[config.mk]
export PLATFORM = sky130hd
export DESIGN_NAME = if_fetch_stage
export DESIGN_NICKNAME = d
export VERILOG_FILES = /design/src/rtl/if_fetch_stage.sv
export SDC_FILE = /design/constraint.sdc
export NUM_CORES = 1
export LEC_CHECK = 0
export CAP_MARGIN = 10
export CORE_UTILIZATION = 48
export CTS_CLUSTER_SIZE = 8
export DETAILED_ROUTE_END_ITERATION = 6
export GPL_TIMING_DRIVEN = 0
export MAX_ROUTING_LAYER = met4
export PLACE_DENSITY = 0.81
export SYNTH_ARGS = -nofsm -noshare
export SYNTH_HDL_FRONTEND = slang
export SYNTH_SLANG_ARGS = --single-unit
[constraint.sdc]
create_clock -name clk -period 6.6 [get_ports clk]
set_input_delay 1.32 -clock clk [delete_from_list [all_inputs] [get_ports clk]]
set_output_delay 1.32 -clock clk [all_outputs]
set_load 0.005 [all_outputs]
[src/rtl/if_fetch_stage.sv]
// ---------------------------------------------------------------------------
// if_fetch_stage
// Instruction-fetch stage: owns the PC register and the IF/ID pipeline
// register, drives a req/ack instruction-memory interface, and absorbs
// hazard stalls and control-flow redirects (including redirects that land
// on a fetch still outstanding in memory).
//
// Ports
//   clk, reset   rising-edge clock, asynchronous active-high reset
//   next_pc      resolved next PC from the next-PC select logic
//   redirect     next_pc is a branch/jump target; flush IF/ID
//   stall        hazard unit hold of PC and IF/ID
//   pc, pcp4     current fetch PC and pc+4 (combinational)
//   imem_req     fetch request, held until imem_ack
//   imem_addr    fetch address, stable while imem_req is high
//   imem_rdata   instruction word, valid with imem_ack
//   imem_ack     one-cycle completion pulse
//   ifid_instr   IF/ID instruction word
//   ifid_pcp4    IF/ID pc+4 of that instruction
//   ifid_valid   IF/ID holds a real instruction (0 = bubble)
//
// state | meaning
// FETCH | request outstanding (or about to issue after reset)
// HELD  | word returned during a stall, parked in the skid register
// DROP  | redirected while a fetch was outstanding; wait for and discard it
// ---------------------------------------------------------------------------
module if_fetch_stage #(
    parameter logic [31:0] RESET_PC  = 32'h0000_0000,
    parameter logic [31:0] NOP_INSTR = 32'h0000_0000
) (
    input  logic        clk,
    input  logic        reset,
    input  logic [31:0] next_pc,
    input  logic        redirect,
    input  logic        stall,
    output logic [31:0] pc,
    output logic [31:0] pcp4,
    output logic        imem_req,
    output logic [31:0] imem_addr,
    input  logic [31:0] imem_rdata,
    input  logic        imem_ack,
    output logic [31:0] ifid_instr,
    output logic [31:0] ifid_pcp4,
    output logic        ifid_valid
);

    localparam logic [1:0] ST_FETCH = 2'd0;
    localparam logic [1:0] ST_HELD  = 2'd1;
    localparam logic [1:0] ST_DROP  = 2'd2;

    logic [1:0]  state;
    logic [31:0] fetch_addr;
    logic [31:0] skid;
    logic        ack_seen;

    // An ack with no request outstanding is not a completion.
    assign ack_seen  = imem_ack & imem_req;
    assign pcp4      = pc + 32'd4;
    assign imem_addr = fetch_addr;

    always_ff @(posedge clk or posedge reset) begin
        if (reset) begin
            state      <= ST_FETCH;
            pc         <= RESET_PC;
            fetch_addr <= RESET_PC;
            imem_req   <= 1'b0;
            skid       <= NOP_INSTR;
            ifid_instr <= NOP_INSTR;
            ifid_pcp4  <= 32'h0000_0000;
            ifid_valid <= 1'b0;
        end else if (redirect) begin
            // Redirect overrides stall: the pipeline behind is being flushed.
            pc         <= next_pc;
            skid       <= NOP_INSTR;
            ifid_instr <= NOP_INSTR;
            ifid_valid <= 1'b0;
            case (state)
                ST_FETCH: begin
                    if (imem_req && !imem_ack) begin
                        // Memory is still working on the old address; it
                        // cannot be cancelled, so wait it out in DROP.
                        state <= ST_DROP;
                    end else begin
                        imem_req   <= 1'b1;
                        fetch_addr <= next_pc;
                    end
                end
                ST_HELD: begin
                    state      <= ST_FETCH;
                    imem_req   <= 1'b1;
                    fetch_addr <= next_pc;
                end
                ST_DROP: begin
                    if (ack_seen) begin
                        state      <= ST_FETCH;
                        fetch_addr <= next_pc;
                    end
                end
                default: state <= ST_FETCH;
            endcase
        end else begin
            case (state)
                ST_FETCH: begin
                    if (ack_seen) begin
                        if (!stall) begin
                            ifid_instr <= imem_rdata;
                            ifid_pcp4  <= pcp4;
                            ifid_valid <= 1'b1;
                            pc         <= next_pc;
                            fetch_addr <= next_pc;
                        end else begin
                            skid     <= imem_rdata;
                            imem_req <= 1'b0;
                            state    <= ST_HELD;
                        end
                    end else begin
                        if (!imem_req) begin
                            imem_req   <= 1'b1;
                            fetch_addr <= pc;
                        end
                        if (!stall) begin
                            ifid_instr <= NOP_INSTR;
                            ifid_valid <= 1'b0;
                        end
                    end
                end
                ST_HELD: begin
                    // pc still addresses the parked word, so pcp4 is its pc+4.
                    if (!stall) begin
                        ifid_instr <= skid;
                        ifid_pcp4  <= pcp4;
                        ifid_valid <= 1'b1;
                        pc         <= next_pc;
                        fetch_addr <= next_pc;
                        imem_req   <= 1'b1;
                        state      <= ST_FETCH;
                    end
                end
                ST_DROP: begin
                    // Returned word belongs to the abandoned path; refetch at pc.
                    if (ack_seen) begin
                        state      <= ST_FETCH;
                        fetch_addr <= pc;
                    end
                end
                default: state <= ST_FETCH;
            endcase
        end
    end

endmodule

Word-level counts from Yosys, hierarchy flattened

Index checks and enable logic that the tools add are counted.

Output and inout port bits: 162
Input port bits: 69
Bits in registers: 164
Logic and storage cells: 87

Mux-type cells: 46
Bitwise operators: 2
Equality and inequality tests: 13
Reductions and logical operators: 17
$add $sub $neg: 1

Operators by type and width:

| cell                                           | count |
|---|---|
| two-way mux 32 bit                             | 21 |
| case mux 32 bit (2 select lines)               | 3 |
| case mux 32 bit (3 select lines)               | 2 |
| adder 32 x 3 -> 32 bit (second input constant) | 1 |
| inequality test 3 bit (second input constant)  | 6 |
| two-way mux 2 bit                              | 6 |
| inequality test 4 bit (second input constant)  | 3 |
| AND reduction 4 bit                            | 3 |
| two-way mux 1 bit                              | 9 |
| AND reduction 3 bit                            | 3 |
| nonzero test 2 bit                             | 4 |
| case mux 1 bit (2 select lines)                | 3 |
| case mux 2 bit (3 select lines)                | 1 |
| nonzero test 3 bit                             | 2 |
| inequality test 2 bit (second input constant)  | 2 |
| case mux 2 bit (2 select lines)                | 1 |
| AND reduction 2 bit                            | 2 |
| == test 2 x 1 -> 1 bit (second input constant) | 1 |
| == test 2 bit (second input constant)          | 1 |
| logical NOT 2 bit                              | 1 |
| AND 1 bit                                      | 1 |
| logical AND 1 bit                              | 1 |
| logical NOT 1 bit                              | 1 |
| inverter 1 bit                                 | 1 |

Logic depth before layout (Yosys ltp)

Depth after elaboration: 5
Gate-level depth with buffers: 9
Mapped depth without buffers: 6

Worst setup path before layout

OpenSTA, ideal clock, no wires.

Path type: register -> output
Start point: register pc[2]
End point: output port pcp4[26]
Stages on the path, launching flop included: 7
Buffers on the path: 1
Data arrival time: 1.828 ns
Slack: 3.452 ns
Required time: 5.280 ns
Cells stage by stage: dfrtp_1 > ha_1 > nand3_4 > or3_1 > buf_2 > or4_4 > nand2_1

Word-level cells in the longest chain between the ends: 1

RTL lines:

| what                   | RTL line | RTL |
|---|---|---|
| start, declared        | 36       | `output logic [31:0] pc,` |
| start signal, assigned | 73       | `pc <= next_pc;` |
| start signal, assigned | 109      | `pc <= next_pc;` |
| start signal, assigned | 133      | `pc <= next_pc;` |
| adder 32 x 3 -> 32 bit | 58       | `assign pcp4 = pc + 32'd4;` |
| end, declared          | 37       | `output logic [31:0] pcp4,` |

No other way between the ends.

Final worst setup path

Start point: register pc[11]
End point: output port pcp4[28]

Same word-level chain as after synthesis.

==> flow_summary_export.csv <==
group,metric,value,unit
min_path,whs_endpoint,"ifid_pcp4[0]",
power,power_density,419,nW/um2
timing,fin_setup_tns,0,ns
synth,ys_ff_latch,164,
power,cellLeakagePower,4.63,nW
grt,grt.overflow.total,0,
floorplanning,io_pins,231,
synth,synth.distinct_cells,50,
min_path,whs_path_depth,2,
cts,cts_resized,0,
route,postRouteAntennaNets,0,
critical_path,crit_chain,"nand4_1 -> clkbuf_1 -> nor3_1 -> nand3_1 -> xnor2_1 -> clkdlybuf4s50_1",
critical_path,startpoint_type,"flop",
synth,ys_seq_area_frac,0.534,
route,dr.pass1.iters,5,
synth,yosys_warnings,0,
floorplanning,start_util,0.499,
layout,fin_nets,1077,
layout,diodes,0,
timing,slew_headroom,0.395,
critical_path,r2r_slack,3.74,ns
timing,rsz0062_at_grt,"false",
power,power_frac_seq,0.346,
layout,final_common_cell,"clkdlybuf4s50_1",
power,switching_share,0.352,
timing,fin_crit,4.48,ns
synth,synthArstFlopShare,1.00,
critical_path,worst-path-buf-inv,2,
critical_path,worstPathRequired,5.28,ns
timing,finClkSkew,0.00794,ns
timing,max_freq,0.223,GHz
route,viasPerCell,5.67,
timing,finalHoldViolCount,0,
cts,cts_tree,"done",
grt,grt_pass1_wl,36.9,mm
critical_path,crit_path_end_kind,"output port",
synth,synth-edff-count,0,
power,internal-power,0.00296,W
power,p_switching,0.00161,W
placement,post_dp_cell_area,10300,um2
synth,avgSynthCellArea,10.2,um2
layout,fin_area,10900,um2
critical_path,cp_max_fo,10,
critical_path,worstPathArrival,3.16,ns
floorplanning,die_h,129,um
timing,slew_violations,0,
grt,antenna_found_initial,0,
cts,tritoncts.num_buffers,17,
synth,synthFlopType,"dfrtp_1",
min_path,hold_path_class,"flop to flop",
power,clock_power_share,0.222,
timing,fin_crit_sh,0.679,
critical_path,critPathKind,"flop to output port",
placement,port_buffers,229,
power,peakVddDrop,0.335,mV
cts,cts_setup_buffers,0,
cts,clkTransAtPathRegs,0.06,ns
cts,cts_num_sinks,164,
grt,grt_usage,0.304,
critical_path,r2r-end,"ifid_pcp4[20]",
run_status,status,"finished, final reports clean",
layout,layout-drive-gt1-share,0.0631,
synth,synthCells,752,
critical_path,ff2ff_path_depth,8,
critical_path,r2r_start,"state[0]",
floorplanning,row_count,45,
synth,syn-num-nets,828,
timing,tightest_slew,0.900,ns
cts,cts_buffer_depth,2,
route,avgRoutedWirePerCell,19.2,um
min_path,hp-start,"ifid_pcp4[0]",
cts,cts_max_level,4,
critical_path,crit_slowest_cell,"nor3_1",
critical_path,cp_top_family,"simple AND/OR/NAND/NOR gates",
timing,setup_violations,0,
power,p_comb_frac,0.432,
placement,dp_hpwl,16.7,mm
cts,cts_root_buffer,"clkbuf_16",
floorplanning,core,15400,um2
layout,final_cell_mix,"clkdlybuf4s50_1, dfrtp_1, nand2_1",
grt,grt_max_degree,86,
critical_path,max_stage_delay,0.66,ns
placement,place.gp.congestion,0.884,
route,dr.first_iter.drc_count,486,
layout,syn2layout_area_growth,41.5,%
cts,clkLatencyLatePin,0.43,ns
cts,postCtsHoldBufs,0,
job,drv_cap,0,
route,wl,23.5,mm
route,post-route-drc-count,0,
floorplanning,die_w,129,um
grt,grt_pass1_vias,6867,
synth,syn-cell-area,7690,um2
floorplanning,die_area,16500,um2
route,vias,6944,
-- synthesized netlist by cell type, types with 2 or more instances --
cell type / n / area (um2)
buf_1: 2 / 7.51
o21ai_0: 68 / 340
nor2_1: 18 / 67.6
or4_4: 3 / 33.8
a31oi_1: 12 / 75.1
nor3_1: 7 / 35.0
a22o_1: 32 / 280
nand4_1: 10 / 62.6
xnor2_1: 18 / 158
inv_1: 67 / 251
a21oi_1: 39 / 195
and4_1: 2 / 17.5
nand3_1: 12 / 60.1
mux2i_1: 32 / 320
buf_4: 2 / 15.0
o21a_1: 2 / 15.0
or3_1: 3 / 18.8
a21o_1: 2 / 15.0
mux2_2: 14 / 158
or2_2: 2 / 12.5
nor3b_1: 32 / 240
or2_1: 2 / 12.5
nand2b_1: 2 / 12.5
nand3b_1: 2 / 15.0
nor2b_1: 2 / 12.5
nor4_1: 10 / 62.6
a31o_2: 2 / 17.5
buf_2: 5 / 25.0
nand2_1: 75 / 282
o31ai_1: 6 / 45.0
dfrtp_1: 164 / 4100
o221ai_1: 31 / 272
a211o_1: 3 / 26.3
clkbuf_1: 44 / 165
or4_1: 3 / 22.5
ha_1: 7 / 87.6
o21bai_1: 2 / 15.0
-- through the flow --
stage	instances	setup slack (ns)	power (W)	util	hold slack [ns]
global placement	1192	-1.43	0.00351	0.664	0.461
global route	1225	2.02	0.00481	0.706	0.495
CTS	1225	2.22	0.00457	0.706	0.479
finish	1225	2.12	0.00457	0.706	0.472
floorplan	752	0.847	0.00242	-	0.470
detailed placement	1193	2.61	0.00353	0.667	0.463
-- cell families after synthesis --
group,synth area share
AOI/OAI and AO/OA,0.176
and+or+nand+nor,0.135
DFF,0.534
buffers and inverters,0.0603
muxes,0.0621
xor gates and xnor gates,0.0216
adders and majority gates,0.0114
-- worst min-delay path, delay by kind of cell, from the launching register on --
family,cells,cell delay [ns]
simple gates,2,0.10
flops,1,0.34
-- layout make-up --
type	count	area (um2)
Clock buffer	20	447
Buffer	53	213
Inverter	67	259
Timing Repair Buffer	230	2320
Tap cell	211	264
Sequential cell	164	4100
Fill cell	1170	4540
Clock inverter	12	156
Multi-Input combinational cell	468	3120
-- power by group through the flow --
stage	Sequential, W	Clock, W	Combinational (W)
final	0.00158	0.00101	0.00197
after global routing	0.00162	0.00106	0.00213
after CTS	0.00157	0.00102	0.00197
after detailed placement	0.00158	0	0.00195
after global placement	0.00157	0	0.00193
after floorplan	0.00156	0	0.000859
-- how the worst max path moves through the flow --
| stage | start | to | slack [ns] | cells after the start |
|---|---|---|---|---|
| global route | pc[11] | pcp4[25] | 2.02 | 6 |
| floorplan | reset | ifid_instr[0] | 0.85 | 1 |
| CTS | pc[11] | pcp4[28] | 2.22 | 6 |
| detailed placement | redirect | ifid_pcp4[24] | 2.61 | 6 |
| finish | pc[11] | pcp4[28] | 2.12 | 6 |
| global placement | reset | ifid_pcp4[9] | -1.43 | 2 |
-- sequential cells by signal (all words and copies together) (netlist names) --
signal and cells:
state 2, ifid_instr 32, pc 32, imem_req 1
imem_addr 32, ifid_pcp4 32, skid 32, ifid_valid 1
-- per-layer routing --
layer | up-vias | wire [um] | track usage
met5 | - | 0 | -
met4 | 0 | 465 | 0.100
met3 | 41 | 2260 | 0.0877
met2 | 321 | 11000 | 0.466
met1 | 3402 | 9820 | 0.387
li1 | 3180 | - | -
(Power assumes the default switching activity.)
